**config.mk**
```make
export PLATFORM = sky130hd
export DESIGN_NAME = dbus_arb2
export DESIGN_NICKNAME = d
export VERILOG_FILES = /design/src/rtl/iop_bus_pkg.sv /design/src/rtl/dbus_arb_tmo.sv /design/src/rtl/dbus_arb2.sv
export SDC_FILE = /design/constraint.sdc
export NUM_CORES = 1
export LEC_CHECK = 0
export ABC_AREA = 0
export BUFFER_PORTS_ARGS = -buffer_cell sky130_fd_sc_hd__buf_2
export CORE_AREA = 2 2 82 84
export CTS_BUF_LIST = sky130_fd_sc_hd__clkbuf_2 sky130_fd_sc_hd__clkbuf_4 sky130_fd_sc_hd__clkbuf_8
export DETAILED_ROUTE_END_ITERATION = 10
export DIE_AREA = 0 0 84 86
export GPL_TIMING_DRIVEN = 0
export HOLD_SLACK_MARGIN = 0.15
export SYNTH_ARGS = -nofsm -noshare
export SYNTH_HDL_FRONTEND = slang
export SYNTH_SLANG_ARGS = --single-unit
```
**constraint.sdc**
```tcl
create_clock -name clk -period 1.7 [get_ports clk]
set_input_delay 0 -clock clk [delete_from_list [all_inputs] [get_ports clk]]
set_output_delay 0 -clock clk [all_outputs]
set_load 0.01 [all_outputs]
```
**src/rtl/iop_bus_pkg.sv**
```systemverilog
// Shared definitions for the R408 IOP data bus: arbiter states, default widths
// and the read data returned when a grant is abandoned.
package iop_bus_pkg;

  typedef enum logic [1:0] {
    IDLE = 2'd0,
    GNT0 = 2'd1,
    GNT1 = 2'd2
  } arb_state_t;

  localparam int DBUS_AW = 24;
  localparam int DBUS_DW = 8;

  localparam logic [7:0] DBUS_ERR_DATA = 8'hFF;

endpackage

```
**src/rtl/dbus_arb_tmo.sv**
```systemverilog
// Grant watchdog for dbus_arb2: down-counter loaded while clr is high, counting
// while en is high; expired flags the TIMEOUT-th enabled cycle since the last clr.
module dbus_arb_tmo #(
  parameter int TIMEOUT = 255
) (
  input  logic clk,
  input  logic rst,
  input  logic clr,
  input  logic en,
  output logic expired
);

  localparam int CW = $clog2(TIMEOUT + 1);

  logic [CW-1:0] r_cnt;

  // Loading TIMEOUT-1 makes the terminal count land on the TIMEOUT-th grant cycle.
  always_ff @(posedge clk) begin
    if (!rst) begin
      r_cnt <= '0;
    end else if (clr) begin
      r_cnt <= CW'(TIMEOUT - 1);
    end else if (en && (r_cnt != '0)) begin
      r_cnt <= r_cnt - 1'b1;
    end
  end

  assign expired = en && (r_cnt == '0);

endmodule

```
**src/rtl/dbus_arb2.sv**
```systemverilog
// Round-robin two-master arbiter for the R408 IOP data bus.
// Define DBUS_ARB_TIMEOUT_EN to abandon grants that wait TIMEOUT cycles for ready.
//
//   state | meaning
//   IDLE  | no grant; arbitrate between pending requests
//   GNT0  | slave port mirrors master 0 until its read/write completes
//   GNT1  | slave port mirrors master 1 until its read/write completes
module dbus_arb2
  import iop_bus_pkg::*;
#(
  parameter int AW      = DBUS_AW,
  parameter int DW      = DBUS_DW,
  parameter int TIMEOUT = 255
) (
  input  logic          clk,
  input  logic          rst,
  input  logic [AW-1:0] m0_raddr,
  input  logic [AW-1:0] m1_raddr,
  input  logic [AW-1:0] m0_waddr,
  input  logic [AW-1:0] m1_waddr,
  input  logic [DW-1:0] m0_wdata,
  input  logic [DW-1:0] m1_wdata,
  input  logic          m0_read,
  input  logic          m1_read,
  input  logic          m0_write,
  input  logic          m1_write,
  output logic [DW-1:0] m0_rdata,
  output logic [DW-1:0] m1_rdata,
  output logic          m0_rrdy,
  output logic          m1_rrdy,
  output logic          m0_wrdy,
  output logic          m1_wrdy,
  output logic [AW-1:0] s_raddr,
  output logic [AW-1:0] s_waddr,
  output logic [DW-1:0] s_wdata,
  output logic          s_read,
  output logic          s_write,
  input  logic [DW-1:0] s_rdata,
  input  logic          s_rrdy,
  input  logic          s_wrdy,
  output logic          err,
  output logic          err_id
);

  arb_state_t    r_state;
  logic          r_last;
  logic          r_rdone;
  logic          r_wdone;

  logic          w_gnt0;
  logic          w_gnt1;
  logic          w_req0;
  logic          w_req1;
  logic          w_req_r;
  logic          w_req_w;
  logic          w_r_pend;
  logic          w_w_pend;
  logic          w_done;
  logic          w_tmo;
  logic          w_tmo_hit;
  logic          w_rrdy;
  logic          w_wrdy;
  logic [DW-1:0] w_rdata;

  assign w_gnt0 = (r_state == GNT0);
  assign w_gnt1 = (r_state == GNT1);
  assign w_req0 = m0_read | m0_write;
  assign w_req1 = m1_read | m1_write;

  always_comb begin
    w_req_r = 1'b0;
    w_req_w = 1'b0;
    s_raddr = '0;
    s_waddr = '0;
    s_wdata = '0;
    case (r_state)
      GNT0: begin
        w_req_r = m0_read;
        w_req_w = m0_write;
        s_raddr = m0_raddr;
        s_waddr = m0_waddr;
        s_wdata = m0_wdata;
      end
      GNT1: begin
        w_req_r = m1_read;
        w_req_w = m1_write;
        s_raddr = m1_raddr;
        s_waddr = m1_waddr;
        s_wdata = m1_wdata;
      end
      default: ;
    endcase
  end

  // A direction that already saw its ready stops driving the slave.
  assign w_r_pend = w_req_r & ~r_rdone;
  assign w_w_pend = w_req_w & ~r_wdone;
  assign s_read   = w_r_pend;
  assign s_write  = w_w_pend;

  assign w_done    = (w_gnt0 | w_gnt1)
                   & (~w_req_r | r_rdone | s_rrdy)
                   & (~w_req_w | r_wdone | s_wrdy);
  assign w_tmo_hit = w_tmo & ~w_done;

  assign w_rrdy  = w_r_pend & (s_rrdy | w_tmo_hit);
  assign w_wrdy  = w_w_pend & (s_wrdy | w_tmo_hit);
  assign w_rdata = (w_r_pend & s_rrdy)    ? s_rdata :
                   (w_r_pend & w_tmo_hit) ? DW'(DBUS_ERR_DATA) : '0;

  assign m0_rrdy  = w_gnt0 & w_rrdy;
  assign m0_wrdy  = w_gnt0 & w_wrdy;
  assign m0_rdata = w_gnt0 ? w_rdata : '0;
  assign m1_rrdy  = w_gnt1 & w_rrdy;
  assign m1_wrdy  = w_gnt1 & w_wrdy;
  assign m1_rdata = w_gnt1 ? w_rdata : '0;

  assign err    = w_tmo_hit;
  assign err_id = w_tmo_hit & w_gnt1;

`ifdef DBUS_ARB_TIMEOUT_EN
  dbus_arb_tmo #(
    .TIMEOUT (TIMEOUT)
  ) u_tmo (
    .clk     (clk),
    .rst     (rst),
    .clr     (r_state == IDLE),
    .en      (w_gnt0 | w_gnt1),
    .expired (w_tmo)
  );
`else
  logic w_unused_tmo;
  assign w_tmo        = 1'b0;
  assign w_unused_tmo = (TIMEOUT == 0);
`endif

  // r_last resets to 1 so master 0 wins the first tie.
  always_ff @(posedge clk) begin
    if (!rst) begin
      r_state <= IDLE;
      r_last  <= 1'b1;
      r_rdone <= 1'b0;
      r_wdone <= 1'b0;
    end else begin
      case (r_state)
        IDLE: begin
          r_rdone <= 1'b0;
          r_wdone <= 1'b0;
          if (w_req0 && (!w_req1 || r_last)) begin
            r_state <= GNT0;
          end else if (w_req1) begin
            r_state <= GNT1;
          end
        end
        GNT0, GNT1: begin
          if (w_done || w_tmo_hit) begin
            r_state <= IDLE;
            r_last  <= w_gnt1;
            r_rdone <= 1'b0;
            r_wdone <= 1'b0;
          end else begin
            r_rdone <= r_rdone | (w_req_r & s_rrdy);
            r_wdone <= r_wdone | (w_req_w & s_wrdy);
          end
        end
        default: r_state <= IDLE;
      endcase
    end
  end

endmodule

```
==> results.json, run 1 <==
{
  "yosysTopAreaCell": "a22oi_1",
  "dieArea_um2": 7220,
  "synth_seq_area_share": 0.0799,
  "clkTransAtPathRegs_ns": 0.03,
  "core_region_area_um2": 6280,
  "finalWeightedCongestion": 0.794,
  "grtUsageTotal": 0.178,
  "placementRows": 29,
  "whs_endpoint": "r_state[0]$_SDFFE_PN0P_",
  "place_hpwl_mm": 5.39,
  "critPathLaunchType": "flip-flop",
  "dpl_cell_area_um2": 2380,
  "rr_endpoint": "r_rdone$_SDFFE_PN0P_",
  "wl_per_cell_um": 14.6,
  "grt_pass1_wl_mm": 10.7,
  "status": "complete, but fails checks",
  "vias": 2396,
  "cts.sinks": 5,
  "portBuffers": 205,
  "vias_per_cell": 4.84,
  "ir_drop_mv": 0.489,
  "drive_above_1_share": 0.701,
  "setup_violations": 19,
  "ant_nets": 0,
  "grt_pass1_vias": 2320,
  "clk_path_buf_depth": 2,
  "finalPower_mw": 3.11,
  "reg2reg_slack_ns": -0.04,
  "firstDrtPassIters": 4,
  "io_pins": 208,
  "cp-end-kind": "output port",
  "fin_worst_skew_ns": 0.00514,
  "period_minus_slack_ns": 1.77,
  "antenna_cells": 0,
  "cellLeakagePower_nw": 1.57,
  "crit_type": "reg -> out",
  "violations": "negative setup slack",
  "grt_start_max_net_pins": 11,
  "synthTopCellsByArea": "a22oi_1 34%, nor2_1 17%, and2_1 8.5%",
  "syn2layout_area_growth_pct": 134,
  "die_w_um": 84,
  "final_cell_area_um2": 2930,
  "fmax_ghz": 0.565,
  "min_path_cells": 3,
  "worstRegToRegCells": 7,
  "die_h_um": 86,
  "fillers": 649,
  "layout_setup_ws_ns": -0.0704,
  "insertion_delay_ns": 0.23,
  "numCtsBuffers": 3,
  "cts_tree": "built",
  "drt_iter0_drc": 79,
  "yosys_warnings": 0,
  "syn_area_um2": 1250,
  "antenna_found_initial": 0,
  "syn_inst": 193,
  "avgSynthCellArea_um2": 6.49,
  "yosysTopAreaCellShare": 0.336,
  "wirelength_mm": 7.22,
  "drv_slew": 0,
  "r2r-start": "r_state[1]$_SDFFE_PN0P_",
  "finalCritPeriodShare": 1.04,
  "hold_class": "in -> reg",
  "ctsRootBufferMaster": "clkbuf_8",
  "cp_max_fo": 5,
  "htree_levels": 1,
  "ys_seq_elements": 5,
  "p_per_area_nw_per_um2": 1060,
  "rsz0062_at_grt": "yes",
  "cp.required_ns": 1.70,
  "drc_errors": 0,
  "synth.distinct_cells": 30,
  "worstPathArrival_ns": 1.77,
  "hold_violations": 0,
  "maxCapViolCount": 0,
  "grt_overflow_total": 0,
  "nets": 551,
  "min_from": "m0_read",
  "start_util": 0.200
}
## cell usage in the layout (no fill, tap or decap), drive strengths merged
master,synthesis,final
nor3,1,1
clkbuf,9,11
dlygate4sd3,0,1
or2,1,1
nor4,2,2
nand2,3,3
and2,17,17
o32ai,1,1
ha,4,4
nor4b,2,2
conb,1,2
o22ai,1,1
nor3b,1,1
o311ai,1,1
a22oi,57,57
buf,15,234
and3,4,6
o221a,3,3
dfxtp,5,5
a22o,1,1
nor2,58,58
inv,4,4
o31ai,1,1
a211oi,1,1
## how the worst max path moves through the flow
stage                     slack, ns  cells past startpoint              endpoint                    start
after floorplan                0.04                      7  r_rdone$_SDFFE_PN0P_  r_state[0]$_SDFFE_PN0P_
after global placement        -0.37                      7            s_wdata[4]  r_state[0]$_SDFFE_PN0P_
after detailed placement      -0.41                      7            s_wdata[0]  r_state[0]$_SDFFE_PN0P_
after CTS                     -0.06                      8  r_rdone$_SDFFE_PN0P_  r_state[1]$_SDFFE_PN0P_
after global routing          -0.13                      7           m1_rdata[0]  r_state[0]$_SDFFE_PN0P_
final                         -0.07                      7           m1_rdata[0]  r_state[0]$_SDFFE_PN0P_
## synth_stat cells
library cell and number:
nor4_2 1, a22o_1 1, and2_1 17, a211oi_2 1, o311ai_1 1, and3_1 4, buf_1 6, nor2_1 58
o32ai_2 1, or2_4 1, inv_1 3, clkbuf_1 9, o221a_1 3, nor3_2 1, dfxtp_1 5, a22oi_1 56
o31ai_1 1, buf_2 5, nor3b_1 1, a22oi_2 1, inv_2 1, nor4b_1 1, buf_4 2, nor4b_4 1
o22ai_1 1, nand2_1 3, ha_1 4, buf_6 2, nor4_1 1, conb_1 1
## registers in the layout (all words and copies together) (netlist names)
signal and cells:
r_state 2, r_rdone 1, r_wdone 1, r_last 1
## what timing repair did
action	in CTS	in global routing
hold buffers	1	0
endpoints found under the setup margin	81	71
gates cloned	2	2
gates resized for setup	59	46
pin swaps	24	15
hold endpoints to repair	5	0
buffers inserted	12	3
## where the power goes
part	internal [mW]	switching [mW]
registers	0.154	0.0333
clock network	0.178	0.0714
logic	1.30	1.37
## layout make-up
class | instances | area (um^2) | share of cell area
clock buffer | 4 | 48.8 | 0.0167
sequential | 5 | 108 | 0.0368
timing repair buffer | 223 | 1290 | 0.440
inverter | 4 | 27.5 | 0.00941
buffer | 19 | 171 | 0.0586
tap | 77 | 96.3 | 0.0329
multi-input combinational | 163 | 1190 | 0.405
## critical path, cell delays in order, from the launching register on
cell     delay, ns
dfxtp_4       0.37
inv_4         0.05
ha_4          0.29
inv_8         0.04
nor3_4        0.26
and3_4        0.26
and2_4        0.15
buf_6         0.10
## cells by family after synthesis
logic type,Yosys count,share of synthesized area
AOI/OAI and AO/OA,66,0.421
adders and majority gates,4,0.0400
buffers and inverters,28,0.107
DFF,5,0.0799
other,1,0.00299
and+or+nand+nor,89,0.350
## metrics by stage
| stage | cells | hold slack, ns | utilization | setup WS, ns | TNS, ns |
|---|---|---|---|---|---|
| finish | 495 | 0.274 | 0.466 | -0.0704 | -0.958 |
| global route | 495 | 0.306 | 0.466 | -0.127 | -2.78 |
| CTS | 493 | 0.278 | 0.433 | -0.0599 | -0.675 |
| floorplan | 194 | 0.0784 | - | 0.0428 | 0 |
| detailed placement | 476 | 0.245 | 0.379 | -0.405 | -15.26 |
| global placement | 476 | 0.246 | 0.379 | -0.372 | -13.77 |
## per-layer routing
layer / global-route usage / up-vias / wire [um]
li1: - / 1159 / -
met1: 0.208 / 1089 / 2780
met2: 0.343 / 143 / 3840
met3: 0.0289 / 5 / 561
met4: 0.0352 / 0 / 36
met5: 0 / - / 0
Note: power is estimated with default switching activity, not from simulation.
==> run 2, diff against run 1 <==
--- a/config.mk
+++ b/config.mk
@@ -6,11 +6,11 @@
 export NUM_CORES = 1
 export LEC_CHECK = 0
 export ABC_AREA = 0
-export BUFFER_PORTS_ARGS = -buffer_cell sky130_fd_sc_hd__buf_2
-export CORE_AREA = 2 2 82 84
+export CORE_AREA = 2 2 81 83
 export CTS_BUF_LIST = sky130_fd_sc_hd__clkbuf_2 sky130_fd_sc_hd__clkbuf_4 sky130_fd_sc_hd__clkbuf_8
 export DETAILED_ROUTE_END_ITERATION = 10
-export DIE_AREA = 0 0 84 86
+export DIE_AREA = 0 0 83 85
+export DONT_BUFFER_PORTS = 1
 export GPL_TIMING_DRIVEN = 0
 export HOLD_SLACK_MARGIN = 0.15
 export SYNTH_ARGS = -nofsm -noshare
==> run 2 against run 1 <==
Effect of this change: sequential power about the same; largest cell class is now multi-input gates; the run still ends with negative setup slack left; fmax increased by 0.25%; largest power group unchanged; critical endpoint is now m0_rdata[6]; combinational power decreased by 29%; worst setup slack improved by 0.0044 ns.
==> results.json, run 2 (synthesized netlist as in run 1, its figures left out) <==
{
  "worstPathArrival_ns": 1.77,
  "insertion_delay_ns": 0.22,
  "drt_iter0_drc": 51,
  "grt_pass1_vias": 1580,
  "regMostFlops": "r_state",
  "nets": 351,
  "tns_ns": -0.858,
  "clkTransAtPathRegs_ns": 0.04,
  "dp.cells": 271,
  "hold_class": "in -> reg",
  "cts_tree": "built",
  "final_cells": 295,
  "reg2reg_slack_ns": -0.03,
  "cp_max_fo": 8,
  "dieArea_um2": 7060,
  "largest_register_ffs": 2,
  "place_hpwl_mm": 4.53,
  "dpl_cell_area_um2": 1350,
  "top_layer": "met4",
  "numCtsBuffers": 3,
  "min_path_cells": 3,
  "final_common_cell": "a22oi_1",
  "status": "complete, but fails checks",
  "vias_per_cell": 5.83,
  "power.share.switching": 0.530,
  "fin_worst_skew_ns": 0.00229,
  "grtUsageTotal": 0.142,
  "clk_path_buf_depth": 2,
  "fmax_ghz": 0.566,
  "drc_errors": 0,
  "grt_overflow_total": 0,
  "cp.required_ns": 1.70,
  "critPathLaunchType": "flip-flop",
  "p_switching_mw": 1.23,
  "crit_type": "reg -> out",
  "maxCapViolCount": 0,
  "vias": 1720,
  "drive_above_1_share": 0.358,
  "pwr-share-seq": 0.080,
  "power_frac_comb": 0.816,
  "crit_family": "simple AND/OR/NAND/NOR gates",
  "worstSetupPathDepth": 7,
  "placementRows": 29,
  "dr_wl_met2_mm": 3.12,
  "wirelength_mm": 5.80,
  "ctsRootBufferMaster": "clkbuf_8",
  "cp-end-kind": "output port",
  "die_w_um": 83,
  "htree_levels": 1,
  "cts.sinks": 5,
  "ir_drop_mv": 0.454,
  "p_clk_frac": 0.104,
  "layout_common_cells": "56 x a22oi_1, 50 x nor2_1, 16 x buf_4, 16 x and2_4, 9 x dlygate4sd3_1",
  "ant_nets": 0,
  "core_region_area_um2": 6200,
  "grt_start_max_net_pins": 11,
  "intPower_mw": 1.09,
  "critPathMaxStageDelay_ns": 0.38,
  "drv_slew": 0,
  "period_minus_slack_ns": 1.77,
  "final_cell_area_um2": 1780,
  "finalCritPeriodShare": 1.04,
  "start_util": 0.202,
  "setup_violations": 19,
  "wl_met3_um": 498,
  "routedLengthMet1_mm": 2.12,
  "crit_chain": "inv_4 > ha_4 > inv_8 > nor3_4 > and3_4 > buf_6 > and2_4",
  "firstDrtPassIters": 4,
  "cp_slowest_cell": "dfxtp_4",
  "cellLeakagePower_nw": 0.630,
  "rsz0062_at_grt": "yes",
  "violations": "negative setup slack",
  "antenna_cells": 0,
  "finalWeightedCongestion": 0.890,
  "p_per_area_nw_per_um2": 1310,
  "layout_setup_ws_ns": -0.0659,
  "io_pins": 208,
  "die_h_um": 85,
  "wl_per_cell_um": 19.6,
  "grt_pass1_wl_mm": 8.09,
  "worstRegToRegCells": 7,
  "timing.hold.ws_ns": 0.149,
  "path_buf_inv": 3,
  "antenna_found_initial": 0,
  "portBuffers": 0,
  "hold_violations": 0,
  "syn2layout_area_growth_pct": 41.8
}
[run 2: routing by layer]
layer,GRT usage,vias to the layer above
met3,0.0165,6
met1,0.157,802
met2,0.285,155
met4,0.0358,0
li1,-,757
met5,0,-
[run 2: worst register-to-register path, delay by kind of cell (launching register included)]
kind	cells	cell delay, ns
compound gates	2	0.53
flops	1	0.35
simple gates	2	0.34
buf+inv	2	0.22
fa+ha+maj	1	0.18
[run 2: stage by stage]
| step | utilization | setup slack [ns] | power (mW) |
|---|---|---|---|
| 6_report | 0.286 | -0.0659 | 2.33 |
| 5_1_grt | 0.286 | -0.133 | 2.52 |
| 4_1_cts | 0.288 | -0.0850 | 2.33 |
| 3_5_place_dp | 0.218 | -0.304 | 1.64 |
| 3_3_place_gp | 0.218 | -0.251 | 1.60 |
| 2_1_floorplan | - | 0.0428 | 1.34 |
[run 2: worst paths after layout]
kind / startpoint / to
max: r_state[0]$_SDFFE_PN0P_ / m0_rdata[6]
min: s_wrdy / r_last$_SDFFE_PN1P_
max reg2reg: r_state[1]$_SDFFE_PN0P_ / r_wdone$_SDFFE_PN0P_
min reg2reg: r_last$_SDFFE_PN1P_ / r_last$_SDFFE_PN1P_
[run 2: final cells by class]
class	instances	area (um^2)
tap	77	96.3
buffer	20	131
sequential	5	105
inverter	4	27.5
clock buffer	4	48.8
multi-input combinational	161	1130
timing repair buffer	24	235
fill	681	4430
[run 2: what timing repair did]
action                                  in CTS  in global routing
gates cloned                                 1                  0
hold endpoints to repair                    21                  0
resized for setup                           61                  4
endpoints found under the setup margin      81                 63
hold buffers                                 9                  0
pin swaps                                   15                  9
setup buffers                               13                  1
[run 2: power by group through the flow]
stage	registers, mW	clock network (mW)	logic [mW]
global placement	0.169	0	1.43
CTS	0.180	0.244	1.91
finish	0.186	0.242	1.90
floorplan	0.164	0	1.18
global route	0.187	0.255	2.08
detailed placement	0.171	0	1.47
